## src/rtl/shift_reg_universal_if.sv

```systemverilog
`default_nettype none
// ============================================================================
// Module   : shift_reg_universal_if
// Purpose  : Bundles the control, serial and parallel signals of the universal
//            shift register into one interface.
// Signals  : en, mode[1:0], sdi_left, sdi_right, rotate, pdi[WIDTH-1:0] (to reg)
//            pdo[WIDTH-1:0], sdo_left, sdo_right, shift_cnt[CNT_W-1:0],
//            frame_done (from reg)
// Modports : master - drives controls/data, observes results
//            slave  - the shift register itself
// Revision : 1.0 - initial release
// ============================================================================
interface shift_reg_universal_if #(
  parameter int WIDTH = 8
);
  localparam int CNT_W = $clog2(WIDTH);

  logic             en;
  logic [1:0]       mode;
  logic             sdi_left;
  logic             sdi_right;
  logic             rotate;
  logic [WIDTH-1:0] pdi;
  logic [WIDTH-1:0] pdo;
  logic             sdo_left;
  logic             sdo_right;
  logic [CNT_W-1:0] shift_cnt;
  logic             frame_done;

  modport master (
    output en, mode, sdi_left, sdi_right, rotate, pdi,
    input  pdo, sdo_left, sdo_right, shift_cnt, frame_done
  );

  modport slave (
    input  en, mode, sdi_left, sdi_right, rotate, pdi,
    output pdo, sdo_left, sdo_right, shift_cnt, frame_done
  );
endinterface
`default_nettype wire

```

## src/rtl/shift_reg_universal.sv

```systemverilog
`default_nettype none
// ============================================================================
// Module   : shift_reg_universal
// Purpose  : WIDTH-bit universal shift register: hold, shift right, shift
//            left, parallel load, with a frame counter that pulses frame_done
//            after every WIDTH shifts (either direction counts).
// Ports    : clk   - rising-edge clock
//            reset - asynchronous active-high reset
//            bus   - shift_reg_universal_if.slave (controls, serial/parallel
//                    data in, pdo/sdo_*/shift_cnt/frame_done out)
// Options  : SHIFT_REG_ROTATE_EN - when defined, rotate=1 recirculates the
//            outgoing bit instead of taking sdi_left/sdi_right.
// Revision : 1.0 - initial release
// ============================================================================
module shift_reg_universal #(
  parameter int WIDTH = 8
) (
  input  wire logic             clk,
  input  wire logic             reset,
  shift_reg_universal_if.slave  bus
);
  localparam int CNT_W = $clog2(WIDTH);

  localparam logic [1:0]       c_mode_shr  = 2'b01;
  localparam logic [1:0]       c_mode_shl  = 2'b10;
  localparam logic [1:0]       c_mode_load = 2'b11;
  localparam logic [CNT_W-1:0] c_cnt_last  = CNT_W'(WIDTH - 1);

  logic [WIDTH-1:0] sr_q, sr_d;
  logic [CNT_W-1:0] cnt_q, cnt_d;
  logic             fd_q, fd_d;
  logic             w_in_msb;   // bit entering at the MSB on a right shift
  logic             w_in_lsb;   // bit entering at the LSB on a left shift

`ifdef SHIFT_REG_ROTATE_EN
  assign w_in_msb = bus.rotate ? sr_q[0]       : bus.sdi_left;
  assign w_in_lsb = bus.rotate ? sr_q[WIDTH-1] : bus.sdi_right;
`else
  // rotate stays on the interface but has no effect in this build.
  logic w_unused_rotate;
  assign w_unused_rotate = bus.rotate;
  assign w_in_msb        = bus.sdi_left;
  assign w_in_lsb        = bus.sdi_right;
`endif

  always_comb begin
    logic w_shift;
    sr_d    = sr_q;
    cnt_d   = cnt_q;
    fd_d    = 1'b0;
    w_shift = 1'b0;
    if (bus.en) begin
      case (bus.mode)
        c_mode_shr: begin
          sr_d    = {w_in_msb, sr_q[WIDTH-1:1]};
          w_shift = 1'b1;
        end
        c_mode_shl: begin
          sr_d    = {sr_q[WIDTH-2:0], w_in_lsb};
          w_shift = 1'b1;
        end
        c_mode_load: begin
          // A load abandons any partially shifted frame.
          sr_d  = bus.pdi;
          cnt_d = '0;
        end
        default: ;
      endcase
      if (w_shift) begin
        if (cnt_q == c_cnt_last) begin
          cnt_d = '0;
          fd_d  = 1'b1;
        end else begin
          cnt_d = cnt_q + CNT_W'(1);
        end
      end
    end
  end

  always_ff @(posedge clk or posedge reset) begin
    if (reset) begin
      sr_q  <= '0;
      cnt_q <= '0;
      fd_q  <= 1'b0;
    end else begin
      sr_q  <= sr_d;
      cnt_q <= cnt_d;
      fd_q  <= fd_d;
    end
  end

  assign bus.pdo        = sr_q;
  assign bus.sdo_left   = sr_q[WIDTH-1];
  assign bus.sdo_right  = sr_q[0];
  assign bus.shift_cnt  = cnt_q;
  assign bus.frame_done = fd_q;
endmodule
`default_nettype wire

```

## src/flat_wrapper.sv

```systemverilog
// flat-port wrapper written by rule: the top's interface ports become plain ports
module shift_reg_universal_flat 
#(
  parameter int WIDTH = 8
)
  (clk, reset, bus_en, bus_mode, bus_sdi_left, bus_sdi_right, bus_rotate, bus_pdi, bus_pdo, bus_sdo_left, bus_sdo_right, bus_shift_cnt, bus_frame_done);
  shift_reg_universal_if #(.WIDTH(WIDTH)) bus_i ();
  input  wire logic clk;
  input  wire logic reset;
  input wire logic [$bits(bus_i.en)-1:0] bus_en;
  input wire logic [$bits(bus_i.mode)-1:0] bus_mode;
  input wire logic [$bits(bus_i.sdi_left)-1:0] bus_sdi_left;
  input wire logic [$bits(bus_i.sdi_right)-1:0] bus_sdi_right;
  input wire logic [$bits(bus_i.rotate)-1:0] bus_rotate;
  input wire logic [$bits(bus_i.pdi)-1:0] bus_pdi;
  output wire logic [$bits(bus_i.pdo)-1:0] bus_pdo;
  output wire logic [$bits(bus_i.sdo_left)-1:0] bus_sdo_left;
  output wire logic [$bits(bus_i.sdo_right)-1:0] bus_sdo_right;
  output wire logic [$bits(bus_i.shift_cnt)-1:0] bus_shift_cnt;
  output wire logic [$bits(bus_i.frame_done)-1:0] bus_frame_done;
  assign bus_i.en = bus_en;
  assign bus_i.mode = bus_mode;
  assign bus_i.sdi_left = bus_sdi_left;
  assign bus_i.sdi_right = bus_sdi_right;
  assign bus_i.rotate = bus_rotate;
  assign bus_i.pdi = bus_pdi;
  assign bus_pdo = bus_i.pdo;
  assign bus_sdo_left = bus_i.sdo_left;
  assign bus_sdo_right = bus_i.sdo_right;
  assign bus_shift_cnt = bus_i.shift_cnt;
  assign bus_frame_done = bus_i.frame_done;
  shift_reg_universal #(.WIDTH(WIDTH)) u_core (.clk(clk), .reset(reset), .bus(bus_i));
endmodule
```

## config.mk

```make
export PLATFORM = sky130hd
export DESIGN_NAME = shift_reg_universal_flat
export DESIGN_NICKNAME = d
export VERILOG_FILES = /design/src/rtl/shift_reg_universal_if.sv /design/src/rtl/shift_reg_universal.sv /design/src/flat_wrapper.sv
export SDC_FILE = /design/constraint.sdc
export NUM_CORES = 1
export LEC_CHECK = 0
export ABC_AREA = 1
export CORE_MARGIN = 2
export CORE_UTILIZATION = 46
export DETAILED_ROUTE_END_ITERATION = 7
export GPL_ROUTABILITY_DRIVEN = 0
export HOLD_SLACK_MARGIN = 0.12
export MAX_ROUTING_LAYER = met4
export PLACE_DENSITY_LB_ADDON = 0.1
export SETUP_SLACK_MARGIN = 0.5
export SLEW_MARGIN = 10
export SYNTH_ARGS = -nofsm -noshare
export SYNTH_HDL_FRONTEND = slang
export SYNTH_SLANG_ARGS = --single-unit
```

## constraint.sdc

```tcl
create_clock -name clk -period 1.7 [get_ports clk]
set_input_delay 0.34 -clock clk [delete_from_list [all_inputs] [get_ports clk]]
set_output_delay 0.34 -clock clk [all_outputs]
set_load 0.02 [all_outputs]
```

==> metrics.md <==
| Metric | Value |
|---|---|
| Result of the run | `finished clean` |
| Synthesis warning total | `0` |
| Vertical extent of the die | `45.3 um` |
| Highest cell delay on the worst timing path | `400 ps` |
| Total instance count after detailed placement | `153` |
| Global-route wire length before repair | `2850 um` |
| Largest net degree at the start of global routing | `13` |
| Gate Count Post-Synth | `114` |
| Antenna violations before repair | `0` |
| GR Util All Layers | `0.198` |
| Area taken by flip-flops and latches | `302 um^2` |
| Non-filler cells, final | `165` |
| Die width | `45.3 um` |
| Nets in the synthesized netlist | `135` |
| Number of global-route vias before repair | `661` |
| Worst hold margin | `365 ps` |
| Cell depth of the worst setup path | `1` |
| Final worst path period share | `0.718` |
| Final wirelength | `1850 um` |
| Area of the die | `2050 um^2` |
| Worst-Skew Late Latency | `280 ps` |
| Count of buffering cells on the critical path with inverters included | `1` |
| Wire length per cell after detailed routing | `11.2 um` |
| Number of hold-slack violations in the final timing report | `0` |
| Number of slew-limit violations in the final report | `0` |
| Multi-input gate area | `408 um^2` |
| NetSw | `0.000360 W` |
| CP Capture Type | `output pin` |
| Area after DPL | `1030 um^2` |
| Share of layout cells above drive strength 1 | `0.228` |
| Worst Skew | `0.992 ps` |
| Largest fanout on the critical path | `4` |
| Detail Placement HPWL | `1120 um` |
| Max-slew headroom | `0.684` |
| Setup repair after global routing missed its margin | `yes` |
| Share of power burned in registers | `0.374` |
| Detailed-route vias per instance | `4.55` |
| Num Clock Sinks | `12` |
| Drt drc | `0` |
| Antenna-violating nets left | `0` |
| Flops & latches, synth | `12` |
| Crit Path Category | `reg -> out` |
| Top-area cell type share of the netlist area | `0.382` |
| Area growth syn-to-layout | `44.6%` |
| Least-Margin Pin Slew | `474 ps` |
| P per Cell Area | `893 nW/um^2` |
| Pre-antenna DRT Iters | `4` |
| Number of I/O port buffers | `28` |
| Startpoint Class | `flop` |
| Switching Fraction | `0.355` |
| Number of distinct library cells after synthesis | `11` |
| Clock tree root buffer cell | `sky130_fd_sc_hd__clkbuf_4` |
| Max_cap viols | `0` |
| Floorplan core area | `1560 um^2` |
| Total CTS buffers | `3` |
| Count of cells along the worst register-to-register path | `4` |
| Worst IR Drop VDD | `642 uV` |
| Initial drt markers | `7` |
| Cell types with the largest area share after synthesis | `sky130_fd_sc_hd__dfrtp_1 (38%), sky130_fd_sc_hd__nand2_1 (34%), sky130_fd_sc_hd__ha_1 (8.0%)` |
| Initial standard-cell utilization of the core | `0.504` |
| Post-layout power | `0.00101 W` |
| Min Clock Period, post-route | `1220 ps` |
| Standard cell with the maximum stage delay on the critical path | `sky130_fd_sc_hd__dfrtp_1` |
| Floorplan row count | `14` |
| Arrival time worst endpoint | `880 ps` |
| Static leakage | `0.668 nW` |
| Number of top-level pins | `30` |
| Final instance area | `1140 um^2` |
| Final count of negative-setup-slack endpoints | `0` |
| Total vias in the final route | `751` |
| Highest achievable clock rate | `820 MHz` |
| Mapped Avg Cell Area | `6.89 um^2` |
| Max H-tree Level | `1` |
| Count of hold buffers inserted by post-cts repair | `0` |
| CTS tree | `done` |
| FILL cells | `135` |
| Sequential area share after synthesis | `0.382` |
| CTS clock-pin slew for the worst setup and hold paths | `80 ps` |
| Number of antenna cells inserted | `0` |
| Data required time of the worst path | `1360 ps` |
| Clock group share of total power | `0.235` |
| Delay-heaviest family, CP | `flip-flops` |
| Overflow left after global routing | `0` |
| Post-synthesis cell type with the largest combined area | `sky130_fd_sc_hd__dfrtp_1` |
| Portion of total power attributed to combinational logic | `0.391` |
| Internal | `0.000655 W` |
| List of cells traversed by the critical path | `clkbuf_2` |
| Kind of path behind the tightest hold check | `in -> async` |
| Sum of negative setup slack | `0 ps` |
| Maximum buffer depth of the clock tree | `2` |
| Post-Synthesis Cell Area | `786 um^2` |
| Layout Nets | `171` |
-- power groups by stage --
stage,registers [W],clock network [W],logic (W)
floorplan,0.000439,0,0.000152
global placement,0.000384,0,0.000355
detailed placement,0.000386,0,0.000359
CTS,0.000377,0.000233,0.000328
global route,0.000385,0.000249,0.000434
finish,0.000379,0.000238,0.000397
-- metrics by stage --
step / util / setup WS [ps]
2_1_floorplan: - / 526
6_report: 0.729 / 480
4_1_cts: 0.672 / 351
3_5_place_dp: 0.664 / -76.1
3_3_place_gp: 0.664 / -48.9
5_1_grt: 0.729 / 466
-- state kept, by name, indices dropped and copies added, names as in the netlist --
signal,count
u_core.bus.shift_cnt,3
u_core.bus.frame_done,1
u_core.bus.pdo,8
-- cell usage after synthesis --
cell / number
sky130_fd_sc_hd__nand3_1: 3
sky130_fd_sc_hd__inv_1: 13
sky130_fd_sc_hd__nor2_2: 1
sky130_fd_sc_hd__clkbuf_8: 1
sky130_fd_sc_hd__buf_4: 3
sky130_fd_sc_hd__ha_1: 5
sky130_fd_sc_hd__nor2_8: 1
sky130_fd_sc_hd__buf_6: 2
sky130_fd_sc_hd__nand2_1: 71
sky130_fd_sc_hd__nor2_1: 2
sky130_fd_sc_hd__dfrtp_1: 12
-- area by class of cell --
type,count,share of cell area
multi-input combinational,83,0.359
timing repair buffer,37,0.281
sequential,12,0.265
inverter,13,0.0452
clock buffer,4,0.0319
tap,16,0.0176
-- what timing repair did --
item                                    in CTS  in global routing
resized for setup                           64                 18
buffers inserted                             1                  6
cloned                                       0                  1
pin swaps                                    0                  1
endpoints found under the setup margin      26                 22
-- worst paths after layout --
path                                          from                      end  slack [ps]
max                        u_core.bus.shift_cnt[0]         bus_shift_cnt[0]         480
min                                          reset  u_core.bus.shift_cnt[2]         360
max reg2reg                u_core.bus.shift_cnt[0]  u_core.bus.shift_cnt[2]         570
min reg2reg                u_core.bus.shift_cnt[1]  u_core.bus.shift_cnt[1]         520
max in group asynchronous                    reset        u_core.bus.pdo[0]         990
min in group clk           u_core.bus.shift_cnt[1]  u_core.bus.shift_cnt[1]         520
-- cell families (layout without fill, tap and decap cells) --
logic type,Yosys count,in the layout,share of synthesized area
adder cells (fa/ha/maj),5,5,0.0796
flip-flops,12,12,0.382
buffers and inverters,19,54,0.137
AND/OR/NAND/NOR,78,78,0.401
-- placed cells by master (no fill, tap or decap) --
cell type                         instances
sky130_fd_sc_hd__clkbuf_2                 1
sky130_fd_sc_hd__buf_2                    7
sky130_fd_sc_hd__buf_6                    7
sky130_fd_sc_hd__clkdlybuf4s15_1          2
sky130_fd_sc_hd__ha_1                     3
sky130_fd_sc_hd__nor2_4                   1
sky130_fd_sc_hd__nor2_8                   1
sky130_fd_sc_hd__clkdlybuf4s50_1         12
sky130_fd_sc_hd__ha_4                     2
sky130_fd_sc_hd__inv_2                    1
sky130_fd_sc_hd__dfrtp_2                  1
sky130_fd_sc_hd__dfrtp_1                 11
sky130_fd_sc_hd__clkbuf_8                 1
sky130_fd_sc_hd__inv_4                    1
sky130_fd_sc_hd__nand2_1                 71
sky130_fd_sc_hd__nand3_1                  3
sky130_fd_sc_hd__inv_1                   11
sky130_fd_sc_hd__clkbuf_4                 3
sky130_fd_sc_hd__buf_4                    8
sky130_fd_sc_hd__nor2_1                   2
-- routing by layer --
layer / GRT usage / share of wire / wire [um]
met1: 0.245 / 0.45 / 833
met3: 0.0400 / 0.045 / 84
met5: - / 0 / 0
met4: 0.0529 / 0.0070 / 13
met2: 0.329 / 0.50 / 922
Power figures use the tool's default switching activity.
